--- src/rtl/program_sequencer_if.sv ---
// program_sequencer_if: host/execute-side bundle of the program sequencer (load stream, run control, fetch outputs)
interface program_sequencer_if;
  logic        load_valid;
  logic [31:0] load_data;
  logic        load_last;
  logic        load_ready;
  logic        run_start;
  logic        halt_req;
  logic        step_req;
  logic [31:0] instruction;
  logic        instr_valid;
  logic [31:0] pc;
  logic [2:0]  state;
  logic        fault;
  modport master (
    output load_valid, load_data, load_last, run_start, halt_req, step_req,
    input  load_ready, instruction, instr_valid, pc, state, fault
  );
  modport slave (
    input  load_valid, load_data, load_last, run_start, halt_req, step_req,
    output load_ready, instruction, instr_valid, pc, state, fault
  );
endinterface

--- src/rtl/program_sequencer.sv ---
// program_sequencer: program memory + PC owner; load/run/pause/step/fault sequencing. Optional macro ECALL_HALT_EN turns ecall into a breakpoint.
module program_sequencer #(
  parameter int          MEM_DEPTH = 32,
  parameter int          ADDR_W    = 5,
  parameter logic [31:0] RESET_PC  = 32'h0
) (
  input logic clk,
  input logic reset,
  program_sequencer_if.slave bus
);
  typedef enum logic [2:0] {S_IDLE, S_LOAD, S_RUN, S_PAUSE, S_STEP, S_FAULT} state_t;
  state_t            r_state, w_next;
  logic [31:0]       r_mem [MEM_DEPTH];
  logic [31:0]       r_pc;
  logic [ADDR_W-1:0] r_wr_ptr;
  logic [ADDR_W:0]   r_load_count;
  logic [31:0]       w_instr, w_jal_off;
  logic              w_fetch, w_illegal, w_jal, w_ecall, w_load_hs, w_load_end, w_start, w_exec;
  assign w_instr    = r_mem[r_pc[ADDR_W+1:2]];
  assign w_fetch    = (r_state == S_RUN) || (r_state == S_STEP);
  assign w_illegal  = (r_pc[31:2] >= 30'(r_load_count)) || (r_pc[1:0] != 2'b00);
  assign w_jal      = w_instr[6:0] == 7'b1101111;
  assign w_jal_off  = {{11{w_instr[31]}}, w_instr[31], w_instr[19:12], w_instr[20], w_instr[30:21], 1'b0};
`ifdef ECALL_HALT_EN
  assign w_ecall    = w_instr[6:0] == 7'b1110011;
`else
  assign w_ecall    = 1'b0;
`endif
  assign w_load_hs  = (r_state == S_LOAD) && bus.load_valid;
  assign w_load_end = w_load_hs && (bus.load_last || r_wr_ptr == ADDR_W'(MEM_DEPTH - 1));
  assign w_start    = (r_state == S_IDLE) && bus.run_start && (r_load_count != '0);
  // an illegal fetch or a breakpoint suppresses execution of the presented word
  assign w_exec     = w_fetch && !w_illegal && !w_ecall;
  // state register
  always_ff @(posedge clk)
    r_state <= reset ? S_IDLE : w_next;
  // next state: fault check outranks ecall/halt; step outranks run in PAUSE
  always_comb begin
    w_next = r_state;
    case (r_state)
      S_IDLE:  w_next = w_start ? S_RUN : bus.load_valid ? S_LOAD : S_IDLE;
      S_LOAD:  w_next = w_load_end ? S_IDLE : S_LOAD;
      S_RUN:   w_next = w_illegal ? S_FAULT : (w_ecall || bus.halt_req) ? S_PAUSE : S_RUN;
      S_STEP:  w_next = w_illegal ? S_FAULT : S_PAUSE;
      S_PAUSE: w_next = bus.step_req ? S_STEP : bus.run_start ? S_RUN : S_PAUSE;
      default: w_next = S_FAULT;
    endcase
  end
  // outputs decoded from state and fetch legality
  always_comb begin
    bus.load_ready  = r_state == S_LOAD;
    bus.instr_valid = w_exec;
    bus.fault       = r_state == S_FAULT;
    bus.state       = r_state;
    bus.pc          = r_pc;
    bus.instruction = w_instr;
  end
  // pc, write pointer and program length; ecall still advances pc past itself
  always_ff @(posedge clk) begin
    if (reset) begin
      r_pc         <= RESET_PC;
      r_wr_ptr     <= '0;
      r_load_count <= '0;
    end else begin
      if (w_start)
        r_pc <= RESET_PC;
      else if (w_fetch && !w_illegal)
        r_pc <= (w_jal && !w_ecall) ? r_pc + w_jal_off : r_pc + 32'd4;
      if (w_load_hs)
        r_wr_ptr <= w_load_end ? '0 : r_wr_ptr + 1'b1;
      if (w_load_end)
        r_load_count <= {1'b0, r_wr_ptr} + 1'b1;
    end
  end
  // program memory is never cleared; a zero load_count makes stale words unreachable
  always_ff @(posedge clk)
    if (w_load_hs && !reset)
      r_mem[r_wr_ptr] <= bus.load_data;
endmodule

--- src/flat_wrapper.sv ---
// flat-port wrapper written by rule: the top's interface ports become plain ports
module program_sequencer_flat 
#(
  parameter int          MEM_DEPTH = 32,
  parameter int          ADDR_W    = 5,
  parameter logic [31:0] RESET_PC  = 32'h0
)
  (clk, reset, bus_load_valid, bus_load_data, bus_load_last, bus_run_start, bus_halt_req, bus_step_req, bus_load_ready, bus_instruction, bus_instr_valid, bus_pc, bus_state, bus_fault);
  program_sequencer_if bus_i ();
  input logic clk;
  input logic reset;
  input wire logic [$bits(bus_i.load_valid)-1:0] bus_load_valid;
  input wire logic [$bits(bus_i.load_data)-1:0] bus_load_data;
  input wire logic [$bits(bus_i.load_last)-1:0] bus_load_last;
  input wire logic [$bits(bus_i.run_start)-1:0] bus_run_start;
  input wire logic [$bits(bus_i.halt_req)-1:0] bus_halt_req;
  input wire logic [$bits(bus_i.step_req)-1:0] bus_step_req;
  output wire logic [$bits(bus_i.load_ready)-1:0] bus_load_ready;
  output wire logic [$bits(bus_i.instruction)-1:0] bus_instruction;
  output wire logic [$bits(bus_i.instr_valid)-1:0] bus_instr_valid;
  output wire logic [$bits(bus_i.pc)-1:0] bus_pc;
  output wire logic [$bits(bus_i.state)-1:0] bus_state;
  output wire logic [$bits(bus_i.fault)-1:0] bus_fault;
  assign bus_i.load_valid = bus_load_valid;
  assign bus_i.load_data = bus_load_data;
  assign bus_i.load_last = bus_load_last;
  assign bus_i.run_start = bus_run_start;
  assign bus_i.halt_req = bus_halt_req;
  assign bus_i.step_req = bus_step_req;
  assign bus_load_ready = bus_i.load_ready;
  assign bus_instruction = bus_i.instruction;
  assign bus_instr_valid = bus_i.instr_valid;
  assign bus_pc = bus_i.pc;
  assign bus_state = bus_i.state;
  assign bus_fault = bus_i.fault;
  program_sequencer #(.MEM_DEPTH(MEM_DEPTH), .ADDR_W(ADDR_W), .RESET_PC(RESET_PC)) u_core (.clk(clk), .reset(reset), .bus(bus_i));
endmodule
--- config.mk ---
export PLATFORM = sky130hd
export DESIGN_NAME = program_sequencer_flat
export DESIGN_NICKNAME = d
export VERILOG_FILES = /design/src/rtl/program_sequencer_if.sv /design/src/rtl/program_sequencer.sv /design/src/flat_wrapper.sv
export SDC_FILE = /design/constraint.sdc
export NUM_CORES = 1
export LEC_CHECK = 0
export CORE_UTILIZATION = 60
export DETAILED_ROUTE_END_ITERATION = 10
export GPL_ROUTABILITY_DRIVEN = 0
export PLACE_DENSITY = 0.78
export SLEW_MARGIN = 20
export SYNTH_ARGS = -nofsm -noshare
export SYNTH_HDL_FRONTEND = slang
export SYNTH_SLANG_ARGS = --single-unit
--- constraint.sdc ---
create_clock -name clk -period 7.1 [get_ports clk]
set_input_delay 1.42 -clock clk [delete_from_list [all_inputs] [get_ports clk]]
set_output_delay 1.42 -clock clk [all_outputs]
set_load 0.02 [all_outputs]
==> results of run 1 <==
## worst min-delay path, cell delays in order, from the launching register on
cell     delay (ps)
dfxtp_1         310
o21ai_0          60
a21oi_1          60
## routing by layer
layer	GRT usage (%)	up-vias	part of all wire (%)
li1	-	8990	-
met1	43.4	11869	36
met2	49.9	1874	48
met3	6.45	304	12
met4	14.5	2	4.5
met5	0	-	0.011
## cells by family (layout without fill, tap and decap cells)
kind of cell | Yosys count | after routing | share of synthesized area (%)
AOI/OAI and AO/OA | 186 | 186 | 2.79
xor gates and xnor gates | 28 | 28 | 0.572
adders and majority gates | 43 | 43 | 1.27
buffers and inverters | 127 | 375 | 1.23
DFF | 1074 | 1074 | 74.1
muxes | 363 | 363 | 17.2
other | 1 | 4 | 0.00875
and+or+nand+nor | 252 | 252 | 2.82
## area by class of cell
cell class                 count  area [um^2]
antenna                        3         7.51
clock buffer                 127         2710
clock inverter                63          567
fill                        4078        21600
inverter                      22         82.6
multi-input combinational    873        10800
sequential                  1074        31800
tap                          940         1180
timing repair buffer         163         1630
## power by group through the flow
stage	clock, uW	sequential (uW)	combinational [uW]
after global routing	5650	6960	363
after floorplan	0	7090	164
after detailed placement	0	7090	331
final	5400	6960	344
after CTS	5420	6960	336
after global placement	0	7090	318
## worst max-delay path by stage
stage                     endpoint  slack [ps]  cells past startpoint      start
3_5_place_dp     u_core.bus.pc[28]        1780                     15  flip-flop
4_1_cts        bus_instruction[31]        1240                      5  flip-flop
2_1_floorplan    u_core.bus.pc[29]        1570                     18  flip-flop
3_3_place_gp     u_core.bus.pc[26]        1810                     15  flip-flop
5_1_grt        bus_instruction[31]        1060                      5  flip-flop
6_report       bus_instruction[31]        1210                      5  flip-flop
## cell usage after synthesis, drive strengths merged, types with 2 or more instances
master / number / area (um^2)
ha: 42 / 526
o211ai: 6 / 45.0
buf: 57 / 267
edfxtp: 1024 / 30700
nand4b: 4 / 35.0
a22oi: 21 / 158
mux2i: 36 / 360
o31ai: 3 / 22.5
xnor2: 17 / 149
inv: 22 / 82.6
nand2: 46 / 173
o21bai: 6 / 45.0
nand2b: 10 / 62.6
and3: 8 / 50.1
a211o: 2 / 17.5
nor2: 94 / 360
a22o: 2 / 17.5
or3: 7 / 43.8
a21o: 19 / 143
clkbuf: 48 / 180
or3b: 3 / 26.3
o21ai: 25 / 125
nand4: 8 / 50.1
o311ai: 2 / 17.5
o221ai: 2 / 17.5
dfxtp: 50 / 1000
nor3: 12 / 60.1
nand3b: 7 / 52.6
mux2: 31 / 353
a211oi: 9 / 67.6
mux4: 296 / 6670
nand3: 29 / 145
a21oi: 63 / 315
o21a: 8 / 60.1
xor2: 11 / 96.3
nor2b: 9 / 56.3
a31oi: 3 / 18.8
and2: 3 / 18.8
o22ai: 4 / 25.0
nor4: 10 / 62.6
## registers in the layout, summed over array words and instances, names as in the netlist, named ones only
| name | count |
|---|---|
| u_core.r_load_count | 6 |
| u_core.r_mem | 1024 |
| u_core.bus.pc | 31 |
| u_core.r_wr_ptr | 5 |
| u_core.bus.state | 3 |
## stage by stage
step           cell area (um^2)  hold slack, ps  utilization, %  instances  setup slack, ps
2_1_floorplan             42900             450               -       2074             1570
3_3_place_gp              45400             460            64.5       3068             1810
3_5_place_dp              45400             472            64.5       3069             1780
4_1_cts                   48700             480            69.2       3259             1240
5_1_grt                   48800             501            69.3       3264             1060
6_report                  48800             479            69.3       3265             1210
==> reports/results.tsv, run 1 <==
metric	value	unit
Vias/cell	7.06	
cell area after technology mapping	42900	um^2
Clock Path Buffers	3	
RSZ-0062 raised after global routing	no	
final slew viol count	0	
Gate power share	2.7	%
Hold Path Class	reg -> reg	
commonest cells after routing, fill and taps aside	edfxtp_1, mux4_2, clkdlybuf4s50_1	
Synth Warn #	0	
Die ar.	72500	um^2
R2R cell count	14	
layout cells sized above 1	24.6	%
Post-DP HPWL	57600	um
hold depth	2	
starting density of the core	60.9	%
reg2reg setup slack	1660	ps
max_slew headroom	21.5	%
CP max FO	43	
MaxCap Viol Count	0	
post-CTS sizing	0	
Yosys cell types	60	
Seq/Total Area, Yosys	74.1	%
gr usage total	31.7	%
CTS Sinks	1074	
Vias	23039	
first-pass GRT wire length	163000	um
Int Power	10100	uW
# rows	97	
Most common cell on crit path	mux4_2	
Clk pin slew, worst setup/hold paths	60	ps
Least-Margin Pin Slew	1170	ps
data required time of the worst path	5680	ps
CTS tree	done	
number of setup violations in the final report	0	
Num CTS Buffers	102	
Net Switching	2590	uW
Max Freq	170	MHz
Hold Buf Count CTS	0	
vias in the first global route	23054	
EDFF count, synth	1024	
setup TNS	0	ps
Hold Path Sink	u_core.r_load_count[4]	
DR pass1 iterations	6	
critical path type	reg -> out	
Design Power	12700	uW
Critical Path Start Type	flip-flop	
die height	269	um
P_leak	0.0150	uW
initial antenna violation count	3	
Mapped Cells	2074	
commonest non-fill, non-tap cell in the layout	edfxtp_1	
wire per inst	34.8	um
Fin. Hold Viols	0	
status	completed	
switch share	20.4	%
Setup crit end kind	primary output	
pwr dens	261	nW/um^2
area growth from synthesis to layout	13.8	%
Yosys reg bits	1074	
DRC	0	
crit path time final	5890	ps
Critical R2R Capture	u_core.bus.pc[31]	
Hold Startpoint	u_core.r_load_count[4]	
number of H-tree levels	3	
CTS Root Cell	clkbuf_16	
syn_nets	2156	
total grt overflow	0	
Worst VDD drop	0.210	mV
core area	70400	um^2
syn avg cell area	20.7	um^2
Worst Path Arrival	4470	ps
Top Ports	109	
predominant post-synthesis flop cell	edfxtp_1	
CP bufs+invs	2	
Crit-path slowest cell	dfxtp_4	
largest net degree at the start of global routing	84	
post-CTS setup buffer count	0	
DRT Wirelength	114000	um
ys async rst share	0	%
DR iter-0 viols	3856	
Final ANT Viol Nets	0	
final worst-path cycle share	83.0	%
Worst Clk Skew	27.7	ps
CP max stage delay	970	ps
Die Span X	269	um
clock insertion delay at the later pin of the skew report	660	ps
IO buf count	107	
final net count	2318	
Top Family by Delay on Critical Path	multiplexers	
Clock power frac	42.5	%
Flop pwr share	54.8	%
CP cell instances	mux4_2, mux4_2, mux2i_1, inv_1, clkdlybuf4s50_1	
Note: power is estimated with default switching activity, not from simulation.
==> run 2: changes to the inputs <==
--- a/config.mk
+++ b/config.mk
@@ -5,10 +5,10 @@
 export SDC_FILE = /design/constraint.sdc
 export NUM_CORES = 1
 export LEC_CHECK = 0
-export CORE_UTILIZATION = 60
+export CORE_UTILIZATION = 56
 export DETAILED_ROUTE_END_ITERATION = 10
 export GPL_ROUTABILITY_DRIVEN = 0
-export PLACE_DENSITY = 0.78
+export PLACE_DENSITY = 0.76
 export SLEW_MARGIN = 20
 export SYNTH_ARGS = -nofsm -noshare
 export SYNTH_HDL_FRONTEND = slang
==> constraint.sdc (replaced) <==
create_clock -name clk -period 5.25 [get_ports clk]
set_input_delay 1.05 -clock clk [delete_from_list [all_inputs] [get_ports clk]]
set_output_delay 1.05 -clock clk [all_outputs]
set_load 0.02 [all_outputs]
==> reports/results.tsv, run 2 (synthesized netlist as in run 1, its figures left out) <==
metric	value	unit	change
status	completed		
CP max FO	21		-51%
DR iter-0 viols	3029		-21%
CTS Sinks	1074		unchanged
final instance area	49000	um^2	+0.47%
first-pass GRT wire length	155000	um	-4.9%
commonest non-fill, non-tap cell in the layout	edfxtp_1		
fillers	4758		+17%
DR WL met3	10900	um	-18%
Vias	22531		-2.2%
IO buf count	107		unchanged
number of setup violations in the final report	0		unchanged
number of H-tree levels	3		unchanged
starting density of the core	56.5	%	-4.4 points
area growth from synthesis to layout	14.3	%	
Worst VDD drop	0.271	mV	+29%
total grt overflow	0		unchanged
DRC	0		unchanged
Top Ports	109		unchanged
die height	279	um	+3.5%
largest net degree at the start of global routing	55		-35%
placed inst area	45800	um^2	+0.90%
Critical Path Start Type	flip-flop		
Hold Path Class	reg -> reg		
final slew viol count	0		unchanged
crit path time final	5080	ps	
Final ANT Viol Nets	0		unchanged
P_leak	0.0150	uW	+0.16%
Least-Margin Pin Slew	1120	ps	-55.5 ps
Final Util	64.6	%	-4.7 points
critical path type	reg -> out		
Num CTS Buffers	99		-2.9%
pwr dens	346	nW/um^2	+33%
largest register by flop count	u_core.r_mem		
final worst-path cycle share	96.8	%	
MaxCap Viol Count	0		unchanged
data required time of the worst path	4200	ps	-1480 ps
Setup crit end kind	primary output		
core area	75800	um^2	+7.7%
Cells after DPL	3118		+1.6%
Die Span X	279	um	+3.5%
Vias/cell	6.83		-3.2%
initial antenna violation count	4		+1
final net count	2323		+0.22%
gr usage total	28.1	%	-3.6 points
# rows	101		+4.1%
setup TNS	0	ps	unchanged
wire per inst	32.7	um	-6.1%
post-CTS setup buffer count	0		unchanged
Clock Path Buffers	3		unchanged
Die ar.	77600	um^2	+7.1%
CTS tree	done		
Met2 Routed Length	52800	um	-3.1%
final non-filler cell total	3299		+1.0%
Post-DP HPWL	57100	um	-0.75%
layout cells sized above 1	24.6	%	about the same
Max Freq	197	MHz	
clock insertion delay at the later pin of the skew report	670	ps	about the same
Fin. Hold Viols	0		unchanged
Worst Clk Skew	22.2	ps	-5.50 ps
max_slew headroom	25.1	%	+3.7 points
CTS Root Cell	clkbuf_16		
DR pass1 iterations	6		unchanged
DRT Wirelength	108000	um	-5.1%
Hold Startpoint	u_core.bus.pc[31]		
Clk pin slew, worst setup/hold paths	60	ps	about the same
vias in the first global route	22600		-2.0%
highest routed layer	met5		
wire length on met1	40600	um	-0.23%
Worst Path Arrival	4030	ps	-440 ps
max reg flops	1024		unchanged
RSZ-0062 raised after global routing	no		
commonest cells after routing, fill and taps aside	edfxtp_1, mux4_2, clkdlybuf4s50_1		
==> run 2: cell types whose count changed in the layout (fill, tap and decap cells not counted), sizes merged <==
| cell | delta |
|---|---|
| bufinv | -1 |
| clkinvlp | -1 |
| clkinv | +4 |
| buf | +8 |
| inv | -5 |
| diode | -1 |
| clkbuf | -8 |
==> run 2: critical path, stage by stage, from the launching register on <==
cell and delay, ps:
dfxtp_4 590, buf_12 260, mux4_2 550, mux4_2 500, mux2i_2 440, inv_1 210
buf_4 240, clkdlybuf4s50_1 550
==> run 2: repair_timing <==
item | 4_1_cts | 5_1_grt
hold buffers | 0 | 0
resized for setup | 2 | 2
setup endpoints to repair | 2 | 3
==> run 2: power by group <==
| group | internal (uW) | total (uW) | switching (uW) |
|---|---|---|---|
| clock network | 3970 | 7090 | 3120 |
| logic | 172 | 469 | 298 |
| registers | 9390 | 9410 | 12.3 |
==> run 2: per-layer routing <==
layer  vias up  global-route usage, %
met4         4                   10.5
met1     11787                   39.6
met3       223                   4.58
met5         -                      0
met2      1533                   44.7
li1       8984                      -
==> run 2: cell type report <==
| class | instances | area (um^2) | share of cell area (%) |
|---|---|---|---|
| Sequential cell | 1074 | 31800 | 64.8 |
| Tap cell | 978 | 1220 | 2.50 |
| Clock buffer | 119 | 2640 | 5.38 |
| Timing Repair Buffer | 171 | 1930 | 3.93 |
| Clock inverter | 60 | 520 | 1.06 |
| Multi-Input combinational cell | 873 | 10800 | 22.1 |
| Inverter | 22 | 86.3 | 0.176 |
| Antenna cell | 2 | 5.00 | 0.0102 |
==> run 2: stage by stage <==
| stage | setup slack, ps | hold slack [ps] | power, uW |
|---|---|---|---|
| after detailed placement | 401 | 481 | 10000 |
| final | 168 | 496 | 17000 |
| after CTS | 45.5 | 490 | 17000 |
| after global routing | 31.7 | 511 | 17400 |
| after floorplan | 1.33 | 450 | 9810 |
| after global placement | 508 | 470 | 10000 |
==> run 2: final timing paths <==
kind	cells after the start	to	slack (ps)
setup / recovery	7	bus_instruction[31]	170
hold / removal	2	u_core.bus.pc[31]	500
setup reg to reg	14	u_core.bus.pc[25]	350
hold reg to reg	2	u_core.bus.pc[31]	500
==> patch: new RTL, settings of run 1 <==
`MEM_DEPTH` is set to 32 in 2 places; all go to 16.
--- a/src/rtl/program_sequencer.sv
+++ b/src/rtl/program_sequencer.sv
@@ -2,3 +2,3 @@
 module program_sequencer #(
-  parameter int          MEM_DEPTH = 32,
+  parameter int          MEM_DEPTH = 16,
   parameter int          ADDR_W    = 5,
--- a/src/flat_wrapper.sv
+++ b/src/flat_wrapper.sv
@@ -3,3 +3,3 @@
 #(
-  parameter int          MEM_DEPTH = 32,
+  parameter int          MEM_DEPTH = 16,
   parameter int          ADDR_W    = 5,
Check against the original RTL: same outputs for any inputs over 4 cycles, from zero or initial values and one cycle with reset high; that may be too few to reach the edited logic, so the function may still have changed.
==> patch against run 1 <==
Routed wire length shrank 51%; cell area down 45%; synthesized area decreased by 46%; core utilization is 1.5 points higher; worst setup slack gained 0.45 ns; sequential cell count decreased by 513; power decreased by 45%; sequential share of layout area decreased by 4.1 points; critical path type unchanged; critical endpoint unchanged; highest routed layer unchanged.
==> patch: results (changes against run 1) <==
status: "completed"
placed_cell_area_sq_um: 24900  # -45%
diodes: 0  # -3
wire_per_inst_um: 29.0  # -17%
place_hpwl_um: 30500  # -47%
wl_met1_um: 22000  # -46%
vias: 12817  # -44%
slowest_delay_ns: 1.02  # +0.05 ns
fin_nets: 1450  # -37%
largest_register_ffs: 512  # -50%
setup_tns_ns: 0  # unchanged
seq_area_frac_synth_pct: 70.5  # -3.5 points
grt_pass1_vias: 12444  # -46%
yosys-top-cells-area: "edfxtp_1 (66%), mux4_2 (15%), dfxtp_1 (4.2%)"
antenna_found_initial: 2  # -1
holdCritPathClass: "reg2reg"
p_leak_nw: 8.47  # -43%
clockBufferDepth: 3  # unchanged
fmax_mhz: 184  # +8.2%
cts_tree: "yes"
synth_edf_count: 512  # -50%
syn-mean-instance-area_sq_um: 18.8  # -9.0%
wl_met3_um: 4430  # -67%
holdWs_ns: 0.485  # +0.00585 ns
crit_family: "buffers and inverters"
critical_path.slowest_cell: "dfxtp_4"
final_cells: 1920  # -41%
ir_drop_mv: 0.247  # +17%
ys.warnings.count: 0  # unchanged
cts_made_buffers: 53  # -48%
met2WireLength_um: 27200  # -50%
port-buffer-count: 107  # unchanged
grt_usage_pct: 29.2  # -2.5 points
pre_cts_slack_ns: 2.23  # +0.454 ns
drive_gt1_share_pct: 20.2  # -4.5 points
grt_max_degree: 69  # -18%
grt_pass1_wl_um: 81600  # -50%
async_reset_ff_share_pct: 0  # unchanged
clock_latency_ns: 0.63  # -0.03 ns
cts_max_level: 2  # -1
worstPathMaxFanout: 68  # +58%
cts-root-buf: "clkbuf_16"
drt_pre_antenna_iters: 5  # -1
drtIter0Drc: 1233  # -68%
ys_types: 70  # +17%
synthesis.nets: 1315  # -39%
cp.arrival_ns: 4.03  # -0.44 ns
tightest_slew_ns: 1.07  # -0.101 ns
cts.repair.resized: 0  # unchanged
cts_setup_buffers: 0  # unchanged
ys_top_cells_by_count: "edfxtp_1 (512), mux4_2 (150), nand2_1 (57)"
skew_ns: 0.0255  # -0.00222 ns
top_register: "u_core.r_mem"
highest_layer: "met5"
path_clk_slew_ns: 0.06  # about the same
placed_cells: 1824  # -41%
patch: changes by cell type in the layout (fill, tap and decap cells not counted), moves of 23 or more:
cell / delta
edfxtp_1: -512
mux4_2: -146
clkbuf_16: -52
mux2_2: -30
mux2i_1: -28
a21oi_1: -24
nor2_1: -23
patch: cell type report:
| cell class | instances | area (sq um) |
|---|---|---|
| inverters | 15 | 56.3 |
| well taps | 511 | 639 |
| clock inverters | 32 | 473 |
| flip-flops and latches | 561 | 16400 |
| fillers | 2291 | 11100 |
| multi-input cells | 603 | 6610 |
| repair buffers | 134 | 1270 |
| clock buffers | 64 | 1370 |
patch: tightest hold or removal path, cell delays in order (launching register included):
cell and delay [ns]:
dfxtp_1 0.33, nand2_1 0.06, o21ai_1 0.05
patch: kinds of logic (layout without fill, tap and decap cells):
group | after synthesis | count (layout) | share of synthesized area [%]
AO/OA/AOI/OAI | 165 | 165 | 4.78
buffers and inverters | 69 | 245 | 1.44
AND/OR/NAND/NOR | 207 | 207 | 4.49
multiplexers | 163 | 163 | 15.5
flip-flops | 561 | 561 | 70.5
XOR/XNOR | 24 | 24 | 0.907
other | 1 | 1 | 0.0162
adder cells (fa/ha/maj) | 43 | 43 | 2.35
patch: report_power, final:
part	total [mW]	internal (mW)	switching, mW
registers	3.64	3.62	0.0203
logic	0.337	0.144	0.193
clock network	3.00	1.78	1.22
patch: path summary, 6_finish.rpt:
kind / start / end / depth (start not counted)
max: flip-flop / bus_instruction[31] / 4
min: u_core.bus.pc[28] / u_core.bus.pc[28] / 2
max reg2reg: flip-flop / u_core.bus.pc[30] / 11
min reg2reg: u_core.bus.pc[28] / u_core.bus.pc[28] / 2
patch: routing by layer:
layer / vias up / track usage (%)
met5: - / 0
met4: 4 / 11.6
met3: 137 / 5.68
met2: 684 / 46.7
met1: 6640 / 40.1
li1: 5352 / -
